**src/rtl/alu_cmd_issue.sv**
```systemverilog
// ----------------------------------------------------------------------------
// alu_cmd_issue
//   Issue stage in front of a 4-bit combinational ALU. Commands (a, b, op)
//   are accepted over a valid/ready handshake into a DEPTH-entry FIFO. The
//   head entry drives the ALU inputs. The ALU result and zero flag are then
//   captured into an output register, which is offered downstream over a
//   second valid/ready handshake. A saturating counter tracks how many
//   results the downstream side has consumed.
//
// Handshake rule (both ports): a transfer happens on the rising clk edge
//   where valid && ready are both high. The source holds valid and its data
//   stable until that transfer. Dropping valid without a transfer is legal
//   on the input side.
//
// Ports
//   clk, rst_n            clock, asynchronous active-low reset
//   in_valid/in_ready     command handshake; in_a, in_b, in_op = command
//   alu_a/alu_b/alu_op    head command to the ALU (zeros when FIFO empty)
//   alu_result/alu_zero   combinational ALU response
//   out_valid/out_ready   result handshake; out_result, out_zero, out_op
//   level                 FIFO occupancy (0..DEPTH)
//   done_cnt              saturating count of consumed results
// ----------------------------------------------------------------------------
module alu_cmd_issue #(
  parameter int DEPTH = 4,
  parameter int CNT_W = 8
) (
  input  logic                       clk,
  input  logic                       rst_n,
  input  logic                       in_valid,
  output logic                       in_ready,
  input  logic [3:0]                 in_a,
  input  logic [3:0]                 in_b,
  input  logic [1:0]                 in_op,
  output logic [3:0]                 alu_a,
  output logic [3:0]                 alu_b,
  output logic [1:0]                 alu_op,
  input  logic [3:0]                 alu_result,
  input  logic                       alu_zero,
  output logic                       out_valid,
  input  logic                       out_ready,
  output logic [3:0]                 out_result,
  output logic                       out_zero,
  output logic [1:0]                 out_op,
  output logic [$clog2(DEPTH):0]     level,
  output logic [CNT_W-1:0]           done_cnt
);

  localparam int PW = $clog2(DEPTH);
  localparam int LW = PW + 1;

  // Each entry packs {op, b, a}.
  logic [9:0]    mem [DEPTH];
  logic [PW-1:0] wr_ptr;
  logic [PW-1:0] rd_ptr;
  logic [LW-1:0] level_q;
  logic [9:0]    head;

  logic full;
  logic empty;
  logic push;
  logic fire;
  logic consume;

  assign full    = (level_q == LW'(DEPTH));
  assign empty   = (level_q == '0);
  // Gated by rst_n so the stage never advertises ready while held in reset.
  // Ready depends on level only: a full FIFO refuses a push even when the
  // head is popped in the same cycle.
  assign in_ready = rst_n && !full;
  assign push     = in_valid && in_ready;
  assign fire     = !empty && (!out_valid || out_ready);
  assign consume  = out_valid && out_ready;
  assign level    = level_q;

  // Storage holds data only; validity is tracked by the pointers and level.
  always_ff @(posedge clk) begin
    if (push) begin
      mem[wr_ptr] <= {in_op, in_b, in_a};
    end
  end

  always_ff @(posedge clk or negedge rst_n) begin
    if (!rst_n) begin
      wr_ptr  <= '0;
      rd_ptr  <= '0;
      level_q <= '0;
    end else begin
      // DEPTH is a power of 2, so the natural pointer rollover is modulo DEPTH.
      if (push) wr_ptr <= wr_ptr + PW'(1);
      if (fire) rd_ptr <= rd_ptr + PW'(1);
      case ({push, fire})
        2'b10:   level_q <= level_q + LW'(1);
        2'b01:   level_q <= level_q - LW'(1);
        default: level_q <= level_q;
      endcase
    end
  end

  always_comb begin
    head   = mem[rd_ptr];
    alu_a  = 4'h0;
    alu_b  = 4'h0;
    alu_op = 2'b00;
    if (!empty) begin
      alu_a  = head[3:0];
      alu_b  = head[7:4];
      alu_op = head[9:8];
    end
  end

  // Output register. A fire always wins over a plain consume, so a
  // consume+fire cycle replaces the result and out_valid stays high.
  always_ff @(posedge clk or negedge rst_n) begin
    if (!rst_n) begin
      out_valid  <= 1'b0;
      out_result <= 4'h0;
      out_zero   <= 1'b0;
      out_op     <= 2'b00;
    end else if (fire) begin
      out_valid  <= 1'b1;
      out_result <= alu_result;
      out_zero   <= alu_zero;
      out_op     <= head[9:8];
    end else if (consume) begin
      out_valid  <= 1'b0;
    end
  end

  always_ff @(posedge clk or negedge rst_n) begin
    if (!rst_n) begin
      done_cnt <= '0;
    end else if (consume && (done_cnt != '1)) begin
      done_cnt <= done_cnt + CNT_W'(1);
    end
  end

endmodule

```
**config.mk**
```make
export PLATFORM = sky130hd
export DESIGN_NAME = alu_cmd_issue
export DESIGN_NICKNAME = d
export VERILOG_FILES = /design/src/rtl/alu_cmd_issue.sv
export SDC_FILE = /design/constraint.sdc
export NUM_CORES = 1
export LEC_CHECK = 0
export BUFFER_PORTS_ARGS = -buffer_cell sky130_fd_sc_hd__clkbuf_2
export CAP_MARGIN = 10
export CORE_MARGIN = 8
export CORE_UTILIZATION = 40
export CTS_BUF_LIST = sky130_fd_sc_hd__clkbuf_4
export CTS_CLUSTER_SIZE = 30
export DETAILED_ROUTE_END_ITERATION = 12
export GPL_ROUTABILITY_DRIVEN = 1
export GPL_TIMING_DRIVEN = 0
export PLACE_DENSITY_LB_ADDON = 0.15
export SLEW_MARGIN = 30
export SYNTH_ARGS = -nofsm -noshare
export SYNTH_HDL_FRONTEND = slang
export SYNTH_SLANG_ARGS = --single-unit
```
**constraint.sdc**
```tcl
create_clock -name clk -period 4 [get_ports clk]
set_clock_uncertainty 0.1 [all_clocks]
set_input_delay 0.2 -clock clk [delete_from_list [all_inputs] [get_ports clk]]
set_output_delay 0.2 -clock clk [all_outputs]
set_load 0.1 [all_outputs]
```
==> results.json, run 1 <==
{
  "status": "finished, final reports clean",
  "layout.nets": 257,
  "post-cts-setup-buffer-count": 0,
  "firstDrtPassIters": 4,
  "vias_per_cell": 4.85,
  "drt-total-wl_microns": 4960,
  "synth_top_area_share_pct": 45.5,
  "routedWlPerCell_microns": 15.8,
  "grt_pass1_wl_microns": 8140,
  "yosysTopAreaCell": "edfxtp_1",
  "slew_violations": 0,
  "track_usage_pct": 11.0,
  "final_common_cell": "clkbuf_2",
  "coreArea_sq_um": 6350,
  "finalHoldViolCount": 0,
  "drtIter0Drc": 35,
  "initial_core_util_pct": 41.6,
  "clk_pin_slew_ns": 0.10,
  "area_delta_synth_final_pct": 26.0,
  "clk_latency_ns": 0.39,
  "synth-seq-cells": 63,
  "worst_pin_slew_ns": 0.609,
  "cp-start-kind": "input pin",
  "relSlewSlack_pct": 59.4,
  "grt_max_degree": 25,
  "cts_tree": "built",
  "critPathRequiredTime_ns": 4.21,
  "clock_sink_count": 63,
  "met1_usage_pct": 12.2,
  "place_congestion": 0.741,
  "synth-seq-area-share_pct": 67.3,
  "crit_buf_inv": 5,
  "die_y_microns": 97.2,
  "fin_crit_ns": 2.52,
  "fmax_ghz": 0.398,
  "arrival_ns": 2.72,
  "ys_types": 29,
  "pre_cts_slack_ns": 1.58,
  "worstHoldPathType": "input pin to flip-flop",
  "rsz0062_at_grt": "no",
  "dieWidth_microns": 97.2,
  "numCtsBuffers": 9,
  "finalCritPeriodShare_pct": 62.9,
  "syn-cell-area_sq_um": 2640,
  "path_class": "input pin to flip-flop",
  "vias": 1519,
  "synthCells": 155,
  "antenna_found_initial": 0,
  "met3_usage_pct": 3.49,
  "setup_ws_ns": 1.48,
  "crit_fanout": 24,
  "layout_common_cells": "48 x clkbuf_2, 40 x edfxtp_1, 23 x dfrtp_1",
  "antenna_left": 0,
  "maxCapViolations": 0,
  "htree_levels": 3,
  "row_count": 29,
  "insertedDiodeCount": 0,
  "cts_root_buffer": "clkbuf_4",
  "portBuffers": 48,
  "critical_path.top_delay_family": "buffers and inverters",
  "tns_ns": 0,
  "top_usage_layer": "met2",
  "place_hpwl_microns": 3480,
  "crit_top_cell": "inv_1",
  "cts_max_path_buffers": 2,
  "avgSynthCellArea_sq_um": 17.0,
  "slowest_delay_ns": 0.53,
  "cts_resized": 0,
  "critPathSlowestCell": "dlygate4sd3_1",
  "grt_pass1_vias": 1682,
  "drc": 0,
  "grt_overflow": 0,
  "drive_above_1_share_pct": 36.9,
  "cp-end-kind": "flip-flop",
  "worst-r2r-setup-slack_ns": 1.76,
  "report.final.setup_viol": 0,
  "path_cells": "dlygate4sd3_1 > clkbuf_2 > inv_1 > a31oi_4 > and2_4 > inv_1 > ha_1 > inv_1 > fa_1 > xor2_1 > nor2_1 > xor2_1",
  "dieArea_sq_um": 9450,
  "synth_fp_nets": 181,
  "met2_usage_pct": 18.3,
  "synth_warnings": 0,
  "ios": 49,
  "synth_area_leaders": "edfxtp_1 46%, dfrtp_1 22%, mux4_2 6.0%, mux2_2 4.3%, mux4_1 3.0%"
}
[cell usage after synthesis]
master,n
a31oi_4,1
dfrtp_1,23
and2_4,1
fa_1,1
nand2_1,5
buf_6,1
and3_1,5
xor2_1,5
inv_1,9
edfxtp_1,40
buf_2,2
nor3_2,1
a21oi_1,2
xnor2_1,5
ha_1,6
nand4_1,2
mux4_1,3
mux2i_1,1
nor3_1,2
and2_1,1
mux2_2,10
mux4_2,7
nand2b_1,1
mux2_1,1
nand3_1,3
nor2b_1,10
a21oi_4,1
o21ai_0,2
nor2_1,4
[path summary, 6_finish.rpt]
| check | startpoint | end | depth (start not counted) |
|---|---|---|---|
| max | rst_n | level[2] | 12 |
| min | in_valid | wr_ptr[0] | 3 |
| max reg2reg | level[2] | level[2] | 8 |
| min reg2reg | out_result[0] | out_result[0] | 1 |
| max in group asynchronous | rst_n | out_op[1] | 2 |
| min in group asynchronous | rst_n | done_cnt[6] | 2 |
[logic make-up (layout without fill, tap and decap cells)]
family | after synthesis | in the layout | share of synthesized area, %
compound gates | 6 | 6 | 2.18
simple gates | 35 | 35 | 7.44
xor+xnor | 10 | 10 | 3.32
mux | 22 | 22 | 14.0
fa+ha+maj | 7 | 7 | 3.60
flops | 63 | 63 | 67.3
buf+inv | 12 | 93 | 2.09
[worst reg2reg max path, cell delays in order (launching register included)]
cell and delay (ns):
dfrtp_1 0.47, nor3_2 0.12, a21oi_4 0.33, ha_1 0.27, inv_1 0.06, fa_1 0.38
xor2_1 0.15, nor2_1 0.11, xor2_1 0.17
[stage by stage]
step / utilization (%) / hold WS, ns / std cells / instance area [sq um]
after global routing: 52.4 / 0.0696 / 313 / 3320
after CTS: 52.4 / 0.0604 / 313 / 3320
after detailed placement: 46.9 / 0.143 / 280 / 2980
final: 52.4 / 0.0791 / 313 / 3320
after floorplan: - / -0.196 / 155 / 2640
after global placement: 46.9 / 0.125 / 280 / 2980
[sequential cells by signal, indices dropped and copies added, names as in the netlist]
name	count
done_cnt	8
out_result	4
mem	40
out_valid	1
level	3
out_op	2
wr_ptr	2
rd_ptr	2
out_zero	1
[final cells by class]
type                    instances  area [sq um]
plain buffers                   3          21.3
clock buffers                   9          67.6
flip-flops and latches         63          1780
repair buffers                 65           410
well taps                      77          96.3
multi-input cells              80           807
fillers                       517          3030
clock inverters                 7           111
inverters                       9          33.8
[layer usage]
metal	wire length (microns)	vias up
met5	0	-
met4	79	0
met3	259	8
met2	2480	30
met1	2140	749
li1	-	732
[timing repair]
item                                    4_1_cts  5_1_grt
endpoints found under the setup margin        0        0
endpoints found under the hold margin        69        0
hold buffers                                 17        0
Power of run 1 is left out: the tool's default activity adds up to more than one toggle a clock period on the data nets, which glitch-free logic cannot reach.
==> run 2, diff against run 1 <==
==> constraint.sdc (replaced) <==
create_clock -name clk -period 2.2 [get_ports clk]
set_clock_uncertainty 0.1 [all_clocks]
set_input_delay 0.11 -clock clk [delete_from_list [all_inputs] [get_ports clk]]
set_output_delay 0.11 -clock clk [all_outputs]
set_load 0.1 [all_outputs]
==> run 2 against run 1 <==
Compared with the run above:
- setup slack lost 1.4 ns
- sequential cell count is the same
- largest cell class unchanged
- highest routed layer unchanged
- utilization grew 2.8 points
- die area is the same
==> results.json, run 2 (synthesis gave the netlist of run 1 again) <==
{
  "tns_ns": 0,
  "coreArea_sq_um": 6350,
  "report.final.setup_viol": 0,
  "crit_fanout": 10,
  "drt-total-wl_microns": 5410,
  "cts_root_buffer": "clkbuf_4",
  "clk_pin_slew_ns": 0.12,
  "antenna_left": 0,
  "finalHoldViolCount": 0,
  "grt_pass1_wl_microns": 8970,
  "startpoint": "rd_ptr[0]",
  "grt_pass1_vias": 1750,
  "clk_latency_ns": 0.39,
  "drc": 0,
  "portBuffers": 48,
  "top_regs": "mem x40, done_cnt x8, out_result x4",
  "initial_core_util_pct": 41.6,
  "largest_register_ffs": 40,
  "status": "finished, final reports clean",
  "regArea_sq_um": 1790,
  "slew_violations": 0,
  "insertedDiodeCount": 0,
  "maxCapViolations": 0,
  "multi_input_area_sq_um": 855,
  "ios": 49,
  "critPathRequiredTime_ns": 1.99,
  "layout_common_cells": "40 x edfxtp_1, 38 x clkbuf_2, 18 x dlygate4sd3_1",
  "arrival_ns": 1.89,
  "firstDrtPassIters": 4,
  "layout.nets": 261,
  "place_congestion": 0.732,
  "finalCritPeriodShare_pct": 95.3,
  "drtIter0Drc": 35,
  "cp-end-kind": "output port",
  "final_common_cell": "edfxtp_1",
  "vias_per_cell": 4.90,
  "worst_pin_slew_ns": 0.559,
  "cts_max_path_buffers": 2,
  "largest_register": "mem",
  "row_count": 29,
  "r2r-start": "level[1]",
  "routedWlPerCell_microns": 17.1,
  "vias": 1554,
  "antenna_found_initial": 0,
  "area_delta_synth_final_pct": 32.7,
  "dieArea_sq_um": 9450,
  "wl_met1_microns": 2240,
  "dieWidth_microns": 97.2,
  "fin_crit_ns": 2.10,
  "wl_met2_microns": 2850,
  "htree_levels": 3,
  "place_hpwl_microns": 3670,
  "relSlewSlack_pct": 62.8,
  "fillCellCount": 516,
  "die_y_microns": 97.2,
  "grt_overflow": 0,
  "drive_above_1_share_pct": 48.8,
  "met3WireLength_microns": 248,
  "track_usage_pct": 12.3,
  "path_class": "flip-flop to output port",
  "fmax_ghz": 0.477,
  "grt_max_degree": 24,
  "worstHoldPathType": "input pin to async pin",
  "cp-start-kind": "flip-flop",
  "cts_tree": "built",
  "clock_sink_count": 63,
  "maxUsedRoutingLayer": "met4",
  "numCtsBuffers": 9
}
-- run 2: layer usage --
metal | global-route usage, % | vias up
li1 | - | 731
met1 | 13.6 | 781
met2 | 21.0 | 35
met3 | 3.84 | 7
met4 | 5.94 | 0
met5 | 0 | -
-- run 2: worst paths after layout --
kind	to	slack (ns)	cells after the start
max in group asynchronous	level[0]	1.28	3
min in group clk	mem[1][3]	0.37	2
min	done_cnt[5]	0.28	3
max	alu_a[3]	0.10	4
max reg2reg	level[2]	0.11	10
min reg2reg	done_cnt[5]	0.42	1
-- run 2: repair_timing --
action | in CTS | in global routing
hold buffers | 18 | 1
resized for setup | 23 | 2
hold endpoints to repair | 70 | 23
setup endpoints to repair | 10 | 11
setup buffers | 0 | 2
-- run 2: final cells by class --
| type | instances | area share (%) |
|---|---|---|
| tap | 77 | 2.75 |
| clock buffer | 9 | 1.93 |
| sequential | 63 | 51.1 |
| multi-input combinational | 80 | 24.4 |
| buffer | 3 | 0.929 |
| clock inverter | 7 | 2.75 |
| inverter | 9 | 1.11 |
| timing repair buffer | 69 | 15.0 |
-- run 2: through the flow --
| stage | cells | hold WS [ns] | utilization [%] | setup slack (ns) | cell area, sq um |
|---|---|---|---|---|---|
| 4_1_cts | 314 | 0.173 | 54.7 | 0.00236 | 3470 |
| 2_1_floorplan | 155 | -0.286 | - | -0.460 | 2700 |
| 3_5_place_dp | 280 | 0.0488 | 47.8 | -0.0782 | 3040 |
| 6_report | 317 | 0.285 | 55.2 | 0.103 | 3500 |
| 5_1_grt | 317 | 0.325 | 55.2 | -0.00127 | 3500 |
| 3_3_place_gp | 280 | 0.0411 | 47.8 | -0.0121 | 3040 |
-- run 2: worst max-delay path, cell delays in order (launching register included) --
cell and delay (ns):
dfrtp_2 0.43, buf_12 0.16, mux4_2 0.51, nor2b_2 0.18, clkbuf_16 0.21
Power of run 2 is left out for the same reason.
